## src/rtl/rij_pkg.sv

```systemverilog
// Shared encodings for the RIJ multi-cycle controller: opcodes, functs,
// ALU function codes, mux selects, FSM states and decoder result type.
package rij_pkg;

   localparam logic [5:0] OP_RTYPE = 6'b000000;
   localparam logic [5:0] OP_ADDI  = 6'b001000;
   localparam logic [5:0] OP_SLTI  = 6'b001010;
   localparam logic [5:0] OP_ANDI  = 6'b001100;
   localparam logic [5:0] OP_ORI   = 6'b001101;
   localparam logic [5:0] OP_XORI  = 6'b001110;
   localparam logic [5:0] OP_LW    = 6'b100011;
   localparam logic [5:0] OP_SW    = 6'b101011;
   localparam logic [5:0] OP_BEQ   = 6'b000100;
   localparam logic [5:0] OP_BNE   = 6'b000101;
   localparam logic [5:0] OP_J     = 6'b000010;

   localparam logic [5:0] FN_ADD  = 6'b100000;
   localparam logic [5:0] FN_SUB  = 6'b100010;
   localparam logic [5:0] FN_AND  = 6'b100100;
   localparam logic [5:0] FN_OR   = 6'b100101;
   localparam logic [5:0] FN_XOR  = 6'b100110;
   localparam logic [5:0] FN_NOR  = 6'b100111;
   localparam logic [5:0] FN_SLT  = 6'b101010;
   localparam logic [5:0] FN_SLLV = 6'b000100;

   localparam logic [2:0] ALU_AND  = 3'b000;
   localparam logic [2:0] ALU_OR   = 3'b001;
   localparam logic [2:0] ALU_XOR  = 3'b010;
   localparam logic [2:0] ALU_NOR  = 3'b011;
   localparam logic [2:0] ALU_ADD  = 3'b100;
   localparam logic [2:0] ALU_SUB  = 3'b101;
   localparam logic [2:0] ALU_SLT  = 3'b110;
   localparam logic [2:0] ALU_SLLV = 3'b111;

   localparam logic [1:0] ASB_RT   = 2'b00;
   localparam logic [1:0] ASB_SEXT = 2'b01;
   localparam logic [1:0] ASB_ZEXT = 2'b10;

   localparam logic [1:0] PC_SEQ = 2'b00;
   localparam logic [1:0] PC_BR  = 2'b01;
   localparam logic [1:0] PC_JMP = 2'b10;

   typedef enum logic [2:0] {
      S_IDLE, S_IF, S_ID, S_EX, S_MEM, S_WB, S_HALT
   } state_t;

   typedef enum logic [2:0] {
      C_RALU, C_IALU, C_LW, C_SW, C_BR, C_J
   } icls_t;

   typedef struct packed {
      logic [2:0] alu_op;
      logic [1:0] alu_src_b;
      icls_t      cls;
      logic       bne;
      logic       ovf_chk;
      logic       illegal;
   } dec_t;

endpackage

```

## src/rtl/rij_alu_dec.sv

```systemverilog
// Combinational instruction decoder: opcode/funct to ALU function, operand-B
// select, instruction class, overflow-check enable and illegal flag.
module rij_alu_dec
   import rij_pkg::*;
(
   input  logic [5:0] opcode_i,
   input  logic [5:0] funct_i,
   output dec_t       dec_o
);

   always_comb begin
      dec_o           = '0;
      dec_o.cls       = C_RALU;
      dec_o.alu_op    = ALU_AND;
      dec_o.alu_src_b = ASB_RT;
      dec_o.illegal   = 1'b1;
      unique case (opcode_i)
         OP_RTYPE: begin
            dec_o.cls     = C_RALU;
            dec_o.illegal = 1'b0;
            unique case (funct_i)
               FN_ADD:  begin dec_o.alu_op = ALU_ADD; dec_o.ovf_chk = 1'b1; end
               FN_SUB:  begin dec_o.alu_op = ALU_SUB; dec_o.ovf_chk = 1'b1; end
               FN_AND:  dec_o.alu_op = ALU_AND;
               FN_OR:   dec_o.alu_op = ALU_OR;
               FN_XOR:  dec_o.alu_op = ALU_XOR;
               FN_NOR:  dec_o.alu_op = ALU_NOR;
               FN_SLT:  dec_o.alu_op = ALU_SLT;
               FN_SLLV: dec_o.alu_op = ALU_SLLV;
               default: dec_o.illegal = 1'b1;
            endcase
         end
         OP_ADDI: begin
            dec_o = '{ALU_ADD, ASB_SEXT, C_IALU, 1'b0, 1'b1, 1'b0};
         end
         OP_SLTI: dec_o = '{ALU_SLT, ASB_SEXT, C_IALU, 1'b0, 1'b0, 1'b0};
         OP_ANDI: dec_o = '{ALU_AND, ASB_ZEXT, C_IALU, 1'b0, 1'b0, 1'b0};
         OP_ORI:  dec_o = '{ALU_OR,  ASB_ZEXT, C_IALU, 1'b0, 1'b0, 1'b0};
         OP_XORI: dec_o = '{ALU_XOR, ASB_ZEXT, C_IALU, 1'b0, 1'b0, 1'b0};
         OP_LW:   dec_o = '{ALU_ADD, ASB_SEXT, C_LW,   1'b0, 1'b0, 1'b0};
         OP_SW:   dec_o = '{ALU_ADD, ASB_SEXT, C_SW,   1'b0, 1'b0, 1'b0};
         OP_BEQ:  dec_o = '{ALU_SUB, ASB_RT,   C_BR,   1'b0, 1'b0, 1'b0};
         OP_BNE:  dec_o = '{ALU_SUB, ASB_RT,   C_BR,   1'b1, 1'b0, 1'b0};
         OP_J:    dec_o = '{ALU_AND, ASB_RT,   C_J,    1'b0, 1'b0, 1'b0};
         default: ;
      endcase
   end

endmodule

```

## src/rtl/rij_mc_ctrl.sv

```systemverilog
// RIJ multi-cycle control unit: IF/ID/EX/MEM/WB sequencer, one instruction in
// flight. Control outputs are decoded from state and IR fields; flags are sticky.
module rij_mc_ctrl
   import rij_pkg::*;
#(
   parameter int CNT_W = 32
) (
   input  logic             clk,
   input  logic             rst_n,
   input  logic             run,
   input  logic [5:0]       opcode,
   input  logic [5:0]       funct,
   input  logic             zf,
   input  logic             of,
   output logic             pc_write,
   output logic [1:0]       pc_src,
   output logic             ir_write,
   output logic [2:0]       alu_op,
   output logic [1:0]       alu_src_b,
   output logic             aluout_write,
   output logic             mem_write,
   output logic             mdr_write,
   output logic             reg_dst,
   output logic             wb_src,
   output logic             reg_write,
   output logic             busy,
   output logic             instr_done,
   output logic             ovf_exc,
   output logic             illegal,
   output logic [CNT_W-1:0] retired
);

   state_t             state_q, state_d;
   logic               ovf_pending_q, ovf_exc_q, illegal_q;
   logic [CNT_W-1:0]   retired_q;
   logic               retire;
   dec_t               dec;

   rij_alu_dec u_dec (
      .opcode_i (opcode),
      .funct_i  (funct),
      .dec_o    (dec)
   );

   always_comb begin
      state_d      = state_q;
      retire       = 1'b0;
      pc_write     = 1'b0;
      pc_src       = PC_SEQ;
      ir_write     = 1'b0;
      alu_op       = ALU_AND;
      alu_src_b    = ASB_RT;
      aluout_write = 1'b0;
      mem_write    = 1'b0;
      mdr_write    = 1'b0;
      reg_dst      = 1'b0;
      wb_src       = 1'b0;
      reg_write    = 1'b0;
      unique case (state_q)
         S_IDLE: if (run) state_d = S_IF;
         S_IF: begin
            ir_write = 1'b1;
            pc_write = 1'b1;
            state_d  = S_ID;
         end
         S_ID: begin
            if (dec.illegal) begin
               state_d = S_HALT;
            end else if (dec.cls == C_J) begin
               pc_write = 1'b1;
               pc_src   = PC_JMP;
               retire   = 1'b1;
            end else begin
               state_d = S_EX;
            end
         end
         S_EX: begin
            alu_op    = dec.alu_op;
            alu_src_b = dec.alu_src_b;
            if (dec.cls == C_BR) begin
               pc_write = dec.bne ? ~zf : zf;
               pc_src   = PC_BR;
               retire   = 1'b1;
            end else begin
               aluout_write = 1'b1;
               state_d = (dec.cls == C_LW || dec.cls == C_SW) ? S_MEM : S_WB;
            end
         end
         S_MEM: begin
            if (dec.cls == C_SW) begin
               mem_write = 1'b1;
               retire    = 1'b1;
            end else begin
               mdr_write = 1'b1;
               state_d   = S_WB;
            end
         end
         S_WB: begin
            reg_write = ~ovf_pending_q;
            reg_dst   = (dec.cls == C_RALU);
            wb_src    = (dec.cls == C_LW);
            retire    = 1'b1;
         end
         S_HALT: state_d = S_HALT;
         default: state_d = S_IDLE;
      endcase
      // Retire point doubles as the instruction boundary where run is sampled.
      if (retire) state_d = run ? S_IF : S_IDLE;
   end

   always_ff @(posedge clk or negedge rst_n) begin
      if (!rst_n) begin
         state_q       <= S_IDLE;
         ovf_pending_q <= 1'b0;
         ovf_exc_q     <= 1'b0;
         illegal_q     <= 1'b0;
         retired_q     <= '0;
      end else begin
         state_q <= state_d;
         if (retire) retired_q <= retired_q + CNT_W'(1);
         if (state_q == S_EX) begin
            ovf_pending_q <= dec.ovf_chk & of;
            ovf_exc_q     <= ovf_exc_q | (dec.ovf_chk & of);
         end
         if (state_q == S_ID && dec.illegal) illegal_q <= 1'b1;
      end
   end

   assign busy       = (state_q != S_IDLE) && (state_q != S_HALT);
   assign instr_done = retire;
   assign ovf_exc    = ovf_exc_q;
   assign illegal    = illegal_q;
   assign retired    = retired_q;

endmodule

```

## config.mk

```make
export PLATFORM = sky130hd
export DESIGN_NAME = rij_mc_ctrl
export DESIGN_NICKNAME = d
export VERILOG_FILES = /design/src/rtl/rij_pkg.sv /design/src/rtl/rij_alu_dec.sv /design/src/rtl/rij_mc_ctrl.sv
export SDC_FILE = /design/constraint.sdc
export NUM_CORES = 1
export LEC_CHECK = 0
export BUFFER_PORTS_ARGS = -buffer_cell sky130_fd_sc_hd__buf_2
export CELL_PAD_IN_SITES_DETAIL_PLACEMENT = 1
export CELL_PAD_IN_SITES_GLOBAL_PLACEMENT = 2
export CORE_MARGIN = 3
export CORE_UTILIZATION = 30
export DETAILED_ROUTE_END_ITERATION = 16
export PLACE_DENSITY = 0.81
export SLEW_MARGIN = 0
export SYNTH_ARGS = -nofsm -noshare
export SYNTH_HDL_FRONTEND = slang
export SYNTH_SLANG_ARGS = --single-unit
export TNS_END_PERCENT = 20
```

## constraint.sdc

```tcl
create_clock -name clk -period 2.94 [get_ports clk]
set_clock_uncertainty 0.15 [all_clocks]
set_input_delay 0.147 -clock clk [delete_from_list [all_inputs] [get_ports clk]]
set_output_delay 0.147 -clock clk [all_outputs]
set_load 0.05 [all_outputs]
```

# Word level (Yosys, flattened, before mapping)
# Cells that the tools add are included.
# totals
wordCells	100
reg_bits	38
input_bits	17
output_inout_bits	51
# classes
n_mux	40
n_eq_ne	34
bitwise_logic	4
n_reduce_logical	16
add_sub_neg	1
# op_table
operator	n
6-bit equality test, second input constant	9
3-bit case mux with 7 select lines	2
32-bit by 1-bit adder with 32-bit output, second input constant	1
6-bit by 4-bit equality test with 1-bit output, second input constant	5
1-bit two-way mux	21
3-bit two-way mux	7
6-bit by 3-bit equality test with 1-bit output, second input constant	3
3-bit case mux with 6 select lines	1
3-bit equality test, second input constant	5
3-bit case mux with 5 select lines	1
3-bit by 2-bit equality test with 1-bit output, second input constant	4
3-bit inequality test, second input constant	4
9-bit OR reduction	1
2-bit case mux with 2 select lines	2
8-bit OR reduction	1
6-bit by 2-bit equality test with 1-bit output, second input constant	1
3-bit logical NOT	2
6-bit logical NOT	1
2-bit two-way mux	3
2-bit case mux with 3 select lines	1
3-bit OR reduction	2
5-bit AND reduction	1
5-bit OR reduction	1
4-bit inequality test, second input constant	1
other kinds (12)	15

# Logic depth before layout (Yosys ltp)
# Gate-level depths: netlist (run 1).
# logic_depth
depth_word	9
ltp_mapped	8
ltp_nobuf	7

# Cells and area by module
# Synthesis (run 1) repeated with hierarchy kept, for this count alone.
# unflattened
cells_unflattened	271
area_unflattened_um2	2473.6
# modules_own_cells
module	cells_per_inst	n_inst	seq_area_each_um2	area_each_um2
rij_mc_ctrl	207	1	950.9	2094.5
rij_alu_dec	64	1	0.0	379.1

# Worst setup path before layout (run 1)
# Ideal clock, no wire load.
# synth_timing
path_kind	flip-flop to output port
startpoint	reg state_q[1]
endpoint	out alu_src_b[1]
path_buffers	1
arrival_ns	2.623
t_required_ns	2.643
path_slack_ns	0.020
stages_incl_launch_ff	6
path_cell_list	dfrtp_1 -> buf_2 -> inv_1 -> nor2_1 -> nand2_1 -> nor4_1
# synth_between
elab_chain_len	2
# synth_rtl
element	line	source
start: declaration	rij_mc_ctrl.sv:33	state_t state_q, state_d;
start signal: assignment	rij_mc_ctrl.sv:119	state_q <= state_d;
3-bit by 2-bit equality test with 1-bit output	rij_mc_ctrl.sv:59	unique case (state_q)
2-bit two-way mux	rij_mc_ctrl.sv:59	
end: declaration	rij_mc_ctrl.sv:19	output logic [1:0] alu_src_b,
# Every way passes these cells.

# Worst setup path after layout (run 1)
# layout_timing
startpoint	reg state_q[2]
endpoint	out instr_done
# layout_between
elab_chain_len	2
word_cells_on_any_way	5
classes_between	eq/ne: 4; mux: 1
# layout_rtl
element	line	source
3-bit equality test or 3-bit by 2-bit equality test with 1-bit output (tied branches)	rij_mc_ctrl.sv:59	
1-bit case mux with 4 select lines *	rij_mc_ctrl.sv:59	
end: declaration	rij_mc_ctrl.sv:27	output logic instr_done,
# Every way passes the cells marked *; elsewhere a longest branch is shown, timed or not.

==> impl_metrics.py, run 1 <==
metrics = {
    "run_status": {
        "run_status": "completed",
    },
    "cts": {
        "num_cts_buffers": 5,
        "cts_resized": 0,
        "tritoncts": "built",
        "h_tree_depth": 2,
        "worstSkewPairLatency_ns": 0.30,
        "tritoncts_num_sinks": 38,
        "maximum_clock_insertion_buffer_count": 2,
        "clock-root-buffer": "sky130_fd_sc_hd__clkbuf_8",
        "clkTransAtPathRegs_ns": 0.08,
    },
    "routing": {
        "vias_per_inst": 5.22,
        "ant_nets": 0,
        "drc": 0,
        "vias": 2261,
        "first_iter_violations": 47,
        "finalWirelength_microns": 6970,
        "drt_first_pass_iters": 4,
        "post_drt_wl_per_cell_microns": 16.1,
    },
    "cells_and_area": {
        "finalNetCount": 353,
        "fin_area_sq_um": 2940,
        "nFillCells": 920,
        "antenna-diode-count": 0,
        "synthToLayoutAreaGrowth_pct": 24.1,
        "post_route_cells_drive_above_1_share": 0.269,
    },
    "synth": {
        "synth_top_family_by_area": "simple AND/OR/NAND/NOR gates",
        "synth.net_count": 284,
        "postSynthRegisterBits": 38,
        "synth_compound_area_frac": 0.112,
        "yosys_most_used_dff": "sky130_fd_sc_hd__dfrtp_1",
        "async_set_or_reset_register_ratio_after_synthesis": 1.00,
        "yosysUniqueCellTypes": 50,
        "yosys-mux-area-fraction": 0.00897,
        "syn_std_cell_area_sq_um": 2370,
        "post_synth.cell_area_avg_sq_um": 8.98,
        "seq_area_frac_synth": 0.401,
        "post_synth_fa_ha_maj_area_fraction": 0.0158,
        "synthSimpleGateAreaFrac": 0.311,
        "synthXorXnorAreaFrac": 0.118,
        "postSynthCellCount": 264,
        "synth_enable_flop_cells": 0,
        "yosys_warnings": 0,
    },
    "global_routing": {
        "grt_antenna_before_repair": 0,
        "grt_use_total": 0.159,
        "grt_pass1_wl_microns": 11300,
        "grt_pass1_vias": 2233,
        "grt_max_degree": 39,
        "grt-ovfl-total": 0,
    },
    "hold_path": {
        "hold_path_end": "ovf_pending_q",
        "min_path_cells": 4,
        "min-delay-path-class": "primary input to flip-flop",
        "holdCritStartpoint": "of",
    },
    "setup_path": {
        "reg2reg_setup_slack_ns": 0.56,
        "r2r.worst_path.cells": 6,
        "path_delay_family": "simple AND/OR/NAND/NOR gates",
        "cp_launch_type": "flip-flop",
        "rr_startpoint": "state_q[2]",
        "critical_path_arrival_ns": 2.23,
        "reg2reg_to": "retired[25]",
        "crit_path_end_kind": "primary output",
        "timing.setup.critical_path_class": "flip-flop to primary output",
        "timing.critical_path.buf_inv": 2,
        "worstPathMaxFanout": 10,
        "crit_required_ns": 2.64,
        "critPathSlowestCell": "sky130_fd_sc_hd__dfrtp_1",
        "timing.critical_path.from": "state_q[2]",
        "crit_path_max_incr_delay_ns": 0.45,
        "critical_path_cell_by_cell": "inv_1, ha_1, nand3_1, nand2_1, buf_2",
        "cp_num_cells": 5,
    },
    "sta": {
        "remaining_max_slew_budget_at_the_tightest_pin": 0.423,
        "slew_viol_final": 0,
        "finalHoldViolCount": 0,
        "fmax_mhz": 396,
        "setup_violators_final": 0,
        "grt_setup_unrepaired": "no",
        "min_period_ns": 2.52,
        "worst_pin_slew_ns": 0.866,
        "totalNegativeSetupSlack_ns": 0,
        "timing.final.crit_share": 0.859,
    },
    "power": {
        "vdd_ir_drop_max_mv": 0.253,
        "total_leakage_power_nw": 1.40,
        "cellPowerDensity_nw_per_um2": 579,
    },
    "place": {
        "placement.io_buffers": 67,
        "dpl.hpwl_microns": 5290,
        "finalWeightedCongestion": 0.798,
        "postPlaceCellArea_sq_um": 2810,
    },
    "die": {
        "core-area_sq_um": 7450,
        "design.die.area_sq_um": 9010,
        "die_extent_in_y_microns": 94.9,
        "ios": 68,
        "rows": 31,
        "floorplan.initialDensity": 0.318,
        "dieWidth_microns": 94.9,
    },
    "job": {
        "max_cap_viols": 0,
    },
}
[routing by layer]
layer  track usage  vias up  part of all wire
li1              -     1086                 -
met2         0.253       50              0.47
met4        0.0481        0             0.014
met1         0.219     1114              0.48
met5             0        -                 0
met3        0.0271       11             0.031
[where the power goes]
part           leakage (nW)  switching [W]  internal (W)  total (W)
clock network        0.0579       0.000192      0.000250   0.000441
registers             0.519      0.0000391      0.000562   0.000601
logic                 0.823       0.000471      0.000188   0.000660
total                  1.40       0.000702       0.00100    0.00170
[area by class of cell]
cell class	instances	area (sq um)	area share
clock buffers	5	68.8	0.0234
flip-flops and latches	38	951	0.323
repair buffers	74	393	0.134
inverters	6	22.5	0.00766
multi-input cells	208	1340	0.456
clock inverters	3	40.0	0.0136
well taps	99	124	0.0421
[sequential cells by signal, indices dropped and copies added, names as in the netlist]
register       cells
illegal            1
ovf_exc            1
state_q            3
retired           32
ovf_pending_q      1
[cell families after synthesis]
group | count (synthesis)
and+or+nand+nor | 133
AOI/OAI and AO/OA | 38
DFF | 38
xor gates and xnor gates | 32
buffers and inverters | 18
adders and majority gates | 3
muxes | 2
[cell usage in the layout, fill, tap and decap left out, types with 3 or more instances in the layout]
| master | netlist | routed |
|---|---|---|
| sky130_fd_sc_hd__xnor2_1 | 27 | 27 |
| sky130_fd_sc_hd__nand2b_1 | 6 | 6 |
| sky130_fd_sc_hd__xor2_1 | 5 | 5 |
| sky130_fd_sc_hd__a21oi_1 | 11 | 11 |
| sky130_fd_sc_hd__ha_1 | 3 | 3 |
| sky130_fd_sc_hd__nor2_1 | 20 | 20 |
| sky130_fd_sc_hd__or3_1 | 5 | 5 |
| sky130_fd_sc_hd__and3_1 | 7 | 7 |
| sky130_fd_sc_hd__buf_2 | 2 | 67 |
| sky130_fd_sc_hd__and4b_1 | 3 | 3 |
| sky130_fd_sc_hd__and4_1 | 4 | 4 |
| sky130_fd_sc_hd__o21ai_0 | 6 | 6 |
| sky130_fd_sc_hd__nand2_1 | 27 | 27 |
| sky130_fd_sc_hd__and2_1 | 3 | 3 |
| sky130_fd_sc_hd__nand4_1 | 14 | 14 |
| sky130_fd_sc_hd__nor3_1 | 6 | 6 |
| sky130_fd_sc_hd__dfrtp_1 | 38 | 38 |
| sky130_fd_sc_hd__a31oi_1 | 3 | 3 |
| sky130_fd_sc_hd__nand3_1 | 22 | 22 |
| sky130_fd_sc_hd__clkbuf_8 | 0 | 5 |
| sky130_fd_sc_hd__inv_1 | 6 | 6 |
| sky130_fd_sc_hd__buf_4 | 2 | 5 |
[repair_timing]
item / CTS / global route
setup buffers: 0 / 0
hold buffers: 2 / 0
endpoints found under the hold margin: 39 / 0
[cells in the mapped netlist, types with 2 or more instances]
library cell / count / area share
sky130_fd_sc_hd__nor2_1: 20 / 0.032
sky130_fd_sc_hd__o22ai_1: 2 / 0.0053
sky130_fd_sc_hd__and3_1: 7 / 0.018
sky130_fd_sc_hd__nor3b_1: 2 / 0.0063
sky130_fd_sc_hd__a31oi_1: 3 / 0.0079
sky130_fd_sc_hd__xnor2_1: 27 / 0.10
sky130_fd_sc_hd__nor4_2: 2 / 0.011
sky130_fd_sc_hd__and4_1: 4 / 0.015
sky130_fd_sc_hd__nand4_1: 14 / 0.037
sky130_fd_sc_hd__buf_4: 2 / 0.0063
sky130_fd_sc_hd__a311oi_1: 2 / 0.0074
sky130_fd_sc_hd__a21oi_1: 11 / 0.023
sky130_fd_sc_hd__and2_1: 3 / 0.0079
sky130_fd_sc_hd__clkbuf_1: 7 / 0.011
sky130_fd_sc_hd__and3b_1: 2 / 0.0074
sky130_fd_sc_hd__nand2_1: 27 / 0.043
sky130_fd_sc_hd__nand2b_1: 6 / 0.016
sky130_fd_sc_hd__buf_2: 2 / 0.0042
sky130_fd_sc_hd__and4b_1: 3 / 0.013
sky130_fd_sc_hd__ha_1: 3 / 0.016
sky130_fd_sc_hd__nand3_1: 22 / 0.046
sky130_fd_sc_hd__o211ai_1: 2 / 0.0063
sky130_fd_sc_hd__inv_1: 6 / 0.0095
sky130_fd_sc_hd__o21ai_0: 6 / 0.013
sky130_fd_sc_hd__xor2_1: 5 / 0.018
sky130_fd_sc_hd__or3_1: 5 / 0.013
sky130_fd_sc_hd__dfrtp_1: 38 / 0.40
sky130_fd_sc_hd__nor4b_1: 2 / 0.0074
sky130_fd_sc_hd__nor3_1: 6 / 0.013
sky130_fd_sc_hd__a21o_1: 2 / 0.0063
sky130_fd_sc_hd__or4b_2: 2 / 0.0084
[through the flow]
stage                     power [W]  hold WS (ns)   util  std cells  setup slack [ns]
after floorplan             0.00108        -0.299      -        264            0.0201
after detailed placement    0.00127         0.168  0.378        423             0.579
final                       0.00170        0.0672  0.395        433             0.416
after global placement      0.00127         0.155  0.378        423             0.671
after global routing        0.00180         0.101  0.395        433             0.246
after CTS                   0.00172        0.0627  0.395        433             0.416
[worst register-to-register path, cell delays in order (launching register included)]
cell	delay (ns)
sky130_fd_sc_hd__dfrtp_1	0.45
sky130_fd_sc_hd__inv_1	0.17
sky130_fd_sc_hd__ha_1	0.41
sky130_fd_sc_hd__nand3_1	0.20
sky130_fd_sc_hd__a2111o_1	0.55
sky130_fd_sc_hd__nor3_2	0.23
sky130_fd_sc_hd__xor2_1	0.15
[worst max-delay path by stage]
stage              endpoint  slack, ns
2_1_floorplan  alu_src_b[1]       0.02
3_3_place_gp    retired[25]       0.67
3_5_place_dp    retired[25]       0.58
4_1_cts          instr_done       0.42
5_1_grt          instr_done       0.25
6_report         instr_done       0.42
(Power assumes the default switching activity.)
==> inputs of run 2 (changes only) <==
--- a/config.mk
+++ b/config.mk
@@ -9,9 +9,10 @@
 export CELL_PAD_IN_SITES_DETAIL_PLACEMENT = 1
 export CELL_PAD_IN_SITES_GLOBAL_PLACEMENT = 2
 export CORE_MARGIN = 3
-export CORE_UTILIZATION = 30
+export CORE_UTILIZATION = 31
+export CTS_BUF_LIST = sky130_fd_sc_hd__clkbuf_8
 export DETAILED_ROUTE_END_ITERATION = 16
-export PLACE_DENSITY = 0.81
+export PLACE_DENSITY = 0.83
 export SLEW_MARGIN = 0
 export SYNTH_ARGS = -nofsm -noshare
 export SYNTH_HDL_FRONTEND = slang
==> constraint.sdc (replaced) <==
create_clock -name clk -period 2.94 [get_ports clk]
set_clock_uncertainty 0.15 [all_clocks]
set_input_delay 0.588 -clock clk [delete_from_list [all_inputs] [get_ports clk]]
set_output_delay 0.588 -clock clk [all_outputs]
set_load 0.05 [all_outputs]
==> run 2 against run 1 <==
Die area decreased by 3.0%. First-iteration DRC count increased by 38%. Global-route usage decreased by 0.10 points. Total power decreased by 6.3%. Combinational power about the same. Utilization increased by 0.63 points. Flip-flop and latch count unchanged. Highest routed layer unchanged.
==> impl_metrics.py, run 2 (synthesis gave the netlist of run 1 again) <==
metrics = {
    "hold_path": {
        "min-delay-path-class": "primary input to asynchronous set/reset pin",
    },
    "setup_path": {
        "crit_path_end_kind": "primary output",
        "cp_launch_type": "primary input",
        "worstPathMaxFanout": 14,
        "critical_path_arrival_ns": 2.11,
        "crit_required_ns": 2.20,
        "timing.setup.critical_path_class": "primary input to primary output",
    },
    "global_routing": {
        "grt_max_degree": 39,
        "grt_pass1_wl_microns": 11100,
        "grt_use_total": 0.158,
        "grt-ovfl-total": 0,
        "grt_antenna_before_repair": 0,
        "grt_pass1_vias": 2225,
    },
    "die": {
        "dieWidth_microns": 93.5,
        "die_extent_in_y_microns": 93.5,
        "floorplan.initialDensity": 0.323,
        "core-area_sq_um": 7330,
        "design.die.area_sq_um": 8730,
        "ios": 68,
        "rows": 31,
    },
    "cells_and_area": {
        "antenna-diode-count": 0,
        "synthToLayoutAreaGrowth_pct": 24.1,
        "layout_commonest_cell": "sky130_fd_sc_hd__buf_2",
        "post_route_cells_drive_above_1_share": 0.280,
        "largest_register_ffs": 32,
        "finalNetCount": 356,
        "layout.cells.most_common_list": "sky130_fd_sc_hd__buf_2, sky130_fd_sc_hd__dfrtp_1, sky130_fd_sc_hd__nand2_1, sky130_fd_sc_hd__xnor2_1, sky130_fd_sc_hd__nand3_1",
    },
    "routing": {
        "finalWirelength_microns": 6680,
        "vias": 2258,
        "first_iter_violations": 65,
        "vias_per_inst": 5.19,
        "post_drt_wl_per_cell_microns": 15.4,
        "drc": 0,
        "drt_first_pass_iters": 4,
        "ant_nets": 0,
    },
    "cts": {
        "tritoncts_num_sinks": 38,
        "cts.hold.buffers_added": 0,
        "clkTransAtPathRegs_ns": 0.07,
        "tritoncts": "built",
        "worstSkewPairLatency_ns": 0.29,
        "num_cts_buffers": 5,
        "clock-root-buffer": "sky130_fd_sc_hd__clkbuf_8",
        "h_tree_depth": 2,
        "maximum_clock_insertion_buffer_count": 2,
    },
    "sta": {
        "fmax_mhz": 352,
        "grt_setup_unrepaired": "no",
        "finalHoldViolCount": 0,
        "final.setup.worst_slack_ns": 0.0958,
        "slew_viol_final": 0,
        "worst_pin_slew_ns": 0.856,
        "min_period_ns": 2.84,
        "timing.final.crit_share": 0.967,
        "remaining_max_slew_budget_at_the_tightest_pin": 0.429,
        "setup_violators_final": 0,
        "hold-worst-slack_ns": 0.253,
    },
    "power": {
        "vdd_ir_drop_max_mv": 0.172,
        "total_leakage_power_nw": 1.41,
        "total_power_w": 0.00159,
        "cellPowerDensity_nw_per_um2": 542,
    },
    "place": {
        "finalWeightedCongestion": 0.766,
        "pre_cts_slack_ns": 0.0984,
        "dpl.hpwl_microns": 5170,
        "placement.io_buffers": 67,
    },
    "run_status": {
        "run_status": "completed",
    },
    "job": {
        "max_cap_viols": 0,
    },
}
==> run 2: final cells by class <==
cell class	count	area, sq um
Clock inverter	2	7.51
Sequential cell	38	951
Clock buffer	5	68.8
Tap cell	99	124
Fill cell	918	4390
Multi-Input combinational cell	208	1360
Inverter	6	22.5
Timing Repair Buffer	77	413
==> run 2: worst max-delay path, stage by stage <==
cell and delay (ns):
sky130_fd_sc_hd__buf_2 0.17, sky130_fd_sc_hd__or2_1 0.27, sky130_fd_sc_hd__or3_1 0.43, sky130_fd_sc_hd__nor2_1 0.14, sky130_fd_sc_hd__a32o_1 0.14, sky130_fd_sc_hd__a21o_1 0.11
sky130_fd_sc_hd__buf_2 0.25
==> run 2: layer usage <==
metal	GRT usage	vias up	routed length [microns]
met5	0	-	0
met4	0.0476	0	72
met3	0.0298	7	273
met2	0.256	39	3250
met1	0.213	1119	3080
li1	-	1093	-
==> run 2: final timing paths <==
path	start	end	slack, ns	cells past startpoint
min in group clk	ovf_exc	ovf_exc	0.32	1
worst min-delay path	rst_n	retired[6]	0.25	1
worst min register to register	ovf_exc	ovf_exc	0.32	1
worst max register to register	state_q[2]	retired[25]	0.47	6
max in group asynchronous	rst_n	retired[16]	1.85	1
worst max-delay path	opcode[1]	pc_write	0.1	7
==> run 2: report_power, final <==
part	internal, W	total (W)	switching, W	leakage [nW]
combinational	0.000198	0.000662	0.000464	0.841
clock	0.000156	0.000329	0.000172	0.0466
sequential	0.000563	0.000604	0.0000417	0.519
total	0.000917	0.00159	0.000678	1.41
==> run 2: what timing repair did <==
item | CTS | global route
gates resized for setup | 0 | 2
buffers inserted | 0 | 0
hold endpoints to repair | 0 | 0
setup endpoints to repair | 0 | 1
==> run 2: stage by stage <==
step / cell area, sq um / cells / TNS, ns / util
2_1_floorplan: 2380 / 264 / -1.55 / -
3_3_place_gp: 2860 / 428 / 0 / 0.390
3_5_place_dp: 2860 / 428 / 0 / 0.390
4_1_cts: 2930 / 435 / 0 / 0.400
5_1_grt: 2940 / 435 / 0 / 0.401
6_report: 2940 / 435 / 0 / 0.401
==> inputs of run 3 (changes only) <==
==> constraint.sdc (replaced) <==
create_clock -name clk -period 2.9 [get_ports clk]
set_clock_uncertainty 0.15 [all_clocks]
set_input_delay 0.58 -clock clk [delete_from_list [all_inputs] [get_ports clk]]
set_output_delay 0.58 -clock clk [all_outputs]
set_load 0.05 [all_outputs]
==> run 3 against run 2 <==
Sequential power up 1%. Global-route usage increased by 0.38 points. Critical endpoint is now alu_op[1]. Cell count is 0.23% higher. Hold slack worse by 0.0053 ns. Largest power group unchanged. Clock-buffer cell count increased by 1. Sequential share of layout area shrank 0.23 points. Critical path type unchanged. Register-to-register slack barely moved. Setup slack better by 0.024 ns.
==> impl_metrics.py, run 3 (synthesis gave the netlist of run 1 again) <==
metrics = {
    "setup_path": {
        "critPathSlowestCell": "sky130_fd_sc_hd__or4b_2",
        "timing.critical_path.from": "funct[1]",
        "crit_required_ns": 2.17,
        "crit_path_max_incr_delay_ns": 0.65,
        "r2r.worst_path.cells": 6,
        "timing.setup.critical_path_class": "primary input to primary output",
        "worstPathMaxFanout": 7,
        "path_delay_family": "simple AND/OR/NAND/NOR gates",
        "reg2reg_setup_slack_ns": 0.48,
        "crit_path_end_kind": "primary output",
        "reg2reg_to": "retired[25]",
        "critical_path_cell_by_cell": "buf_2, nand2_1, or4b_2, a21oi_2, a21oi_1, nor3_1, buf_4",
        "critical_path_arrival_ns": 2.05,
        "cp_launch_type": "primary input",
        "rr_startpoint": "state_q[2]",
        "timing.critical_path.buf_inv": 2,
    },
    "routing": {
        "drc": 0,
        "ant_nets": 0,
        "vias_per_inst": 5.16,
        "post_drt_wl_per_cell_microns": 15.5,
        "first_iter_violations": 66,
        "vias": 2249,
        "drt_first_pass_iters": 4,
        "finalWirelength_microns": 6760,
    },
    "cts": {
        "tritoncts": "built",
        "cts.hold.buffers_added": 0,
        "num_cts_buffers": 5,
        "clock-root-buffer": "sky130_fd_sc_hd__clkbuf_8",
        "h_tree_depth": 2,
        "cts_resized": 0,
        "maximum_clock_insertion_buffer_count": 2,
        "tritoncts_num_sinks": 38,
        "worstSkewPairLatency_ns": 0.29,
        "cts_setup_buffers": 0,
        "clkTransAtPathRegs_ns": 0.07,
    },
    "sta": {
        "hold-worst-slack_ns": 0.248,
        "timing.final.crit_share": 0.959,
        "worst_pin_slew_ns": 0.876,
        "min_period_ns": 2.78,
        "fmax_mhz": 360,
        "slew_viol_final": 0,
        "setup_violators_final": 0,
        "finalHoldViolCount": 0,
        "remaining_max_slew_budget_at_the_tightest_pin": 0.416,
    },
    "cells_and_area": {
        "finalNetCount": 356,
        "largest_register_ffs": 32,
        "seqCellArea_sq_um": 951,
        "nFillCells": 900,
        "layout_commonest_cell": "sky130_fd_sc_hd__buf_2",
        "post_route_cells_drive_above_1_share": 0.291,
        "multi_input_area_sq_um": 1360,
        "antenna-diode-count": 0,
        "synthToLayoutAreaGrowth_pct": 25.0,
        "layout.cells.most_common_list": "sky130_fd_sc_hd__buf_2, sky130_fd_sc_hd__dfrtp_1, sky130_fd_sc_hd__nand2_1, sky130_fd_sc_hd__xnor2_1, sky130_fd_sc_hd__nand3_1",
    },
    "power": {
        "vdd_ir_drop_max_mv": 0.208,
        "cellPowerDensity_nw_per_um2": 561,
        "total_leakage_power_nw": 1.41,
        "total_power_w": 0.00166,
    },
    "die": {
        "rows": 31,
        "die_extent_in_y_microns": 93.5,
        "design.die.area_sq_um": 8730,
        "floorplan.initialDensity": 0.323,
        "ios": 68,
        "core-area_sq_um": 7330,
        "dieWidth_microns": 93.5,
    },
    "job": {
        "max_cap_viols": 0,
    },
    "hold_path": {
        "min-delay-path-class": "primary input to asynchronous set/reset pin",
    },
    "place": {
        "dpl.hpwl_microns": 5230,
        "finalWeightedCongestion": 0.757,
        "placement.io_buffers": 67,
    },
    "global_routing": {
        "global_route.peak_usage_layer": "met2",
        "grt_use_met2": 0.263,
        "grt_antenna_before_repair": 0,
        "grt_pass1_wl_microns": 11400,
        "gr-usage-met3": 0.0314,
        "grt_max_degree": 39,
        "grt_use_total": 0.161,
        "grt-ovfl-total": 0,
        "grt_pass1_vias": 2300,
        "use_met1": 0.218,
    },
    "run_status": {
        "run_status": "completed",
    },
}
## run 3: changes by cell type in the layout (fill, tap and decap cells not counted), sizes merged
cell    before  now
inv          8    7
clkinv       0    1
buf         76   77
## run 3: how the worst max path moves through the flow
| stage | depth (start not counted) | slack, ns | to |
|---|---|---|---|
| 2_1_floorplan | 5 | -0.45 | alu_src_b[1] |
| 3_3_place_gp | 7 | 0.06 | alu_op[1] |
| 3_5_place_dp | 7 | 0.07 | alu_op[1] |
| 4_1_cts | 7 | 0.06 | alu_op[1] |
| 5_1_grt | 7 | -0.007 | alu_op[1] |
| 6_report | 7 | 0.12 | alu_op[1] |
## run 3: through the flow
step | cells | instance area, sq um | util | TNS [ns] | setup WS (ns)
6_report | 436 | 2960 | 0.404 | 0 | 0.120
3_5_place_dp | 428 | 2860 | 0.390 | 0 | 0.0651
4_1_cts | 436 | 2950 | 0.402 | 0 | 0.0643
3_3_place_gp | 428 | 2860 | 0.390 | 0 | 0.0611
2_1_floorplan | 264 | 2380 | - | -1.70 | -0.453
5_1_grt | 436 | 2960 | 0.404 | -0.00660 | -0.00660
## run 3: power breakdown
group / total, W / internal, W / switching, W
Sequential: 0.000611 / 0.000570 / 0.0000409
Clock: 0.000376 / 0.000188 / 0.000187
Combinational: 0.000675 / 0.000197 / 0.000478
Total: 0.00166 / 0.000955 / 0.000706
## run 3: per-layer routing
metal	wire [microns]	part of all wire
met1	3220	0.48
met2	3190	0.47
met3	273	0.040
met4	83	0.012
met5	0	0
## run 3: worst reg2reg max path, delay by kind of cell (launching register included)
family / cells / cell delay, ns
buffers and inverters: 1 / 0.19
AOI/OAI and AO/OA: 1 / 0.55
xor gates and xnor gates: 1 / 0.16
adders and majority gates: 1 / 0.43
DFF: 1 / 0.47
and+or+nand+nor: 2 / 0.41
## run 3: layout make-up
class | count | area share
Inverter | 6 | 0.00760
Tap cell | 99 | 0.0418
Clock inverter | 2 | 0.00296
Timing Repair Buffer | 77 | 0.139
Sequential cell | 38 | 0.321
Clock buffer | 6 | 0.0279
Multi-Input combinational cell | 208 | 0.459
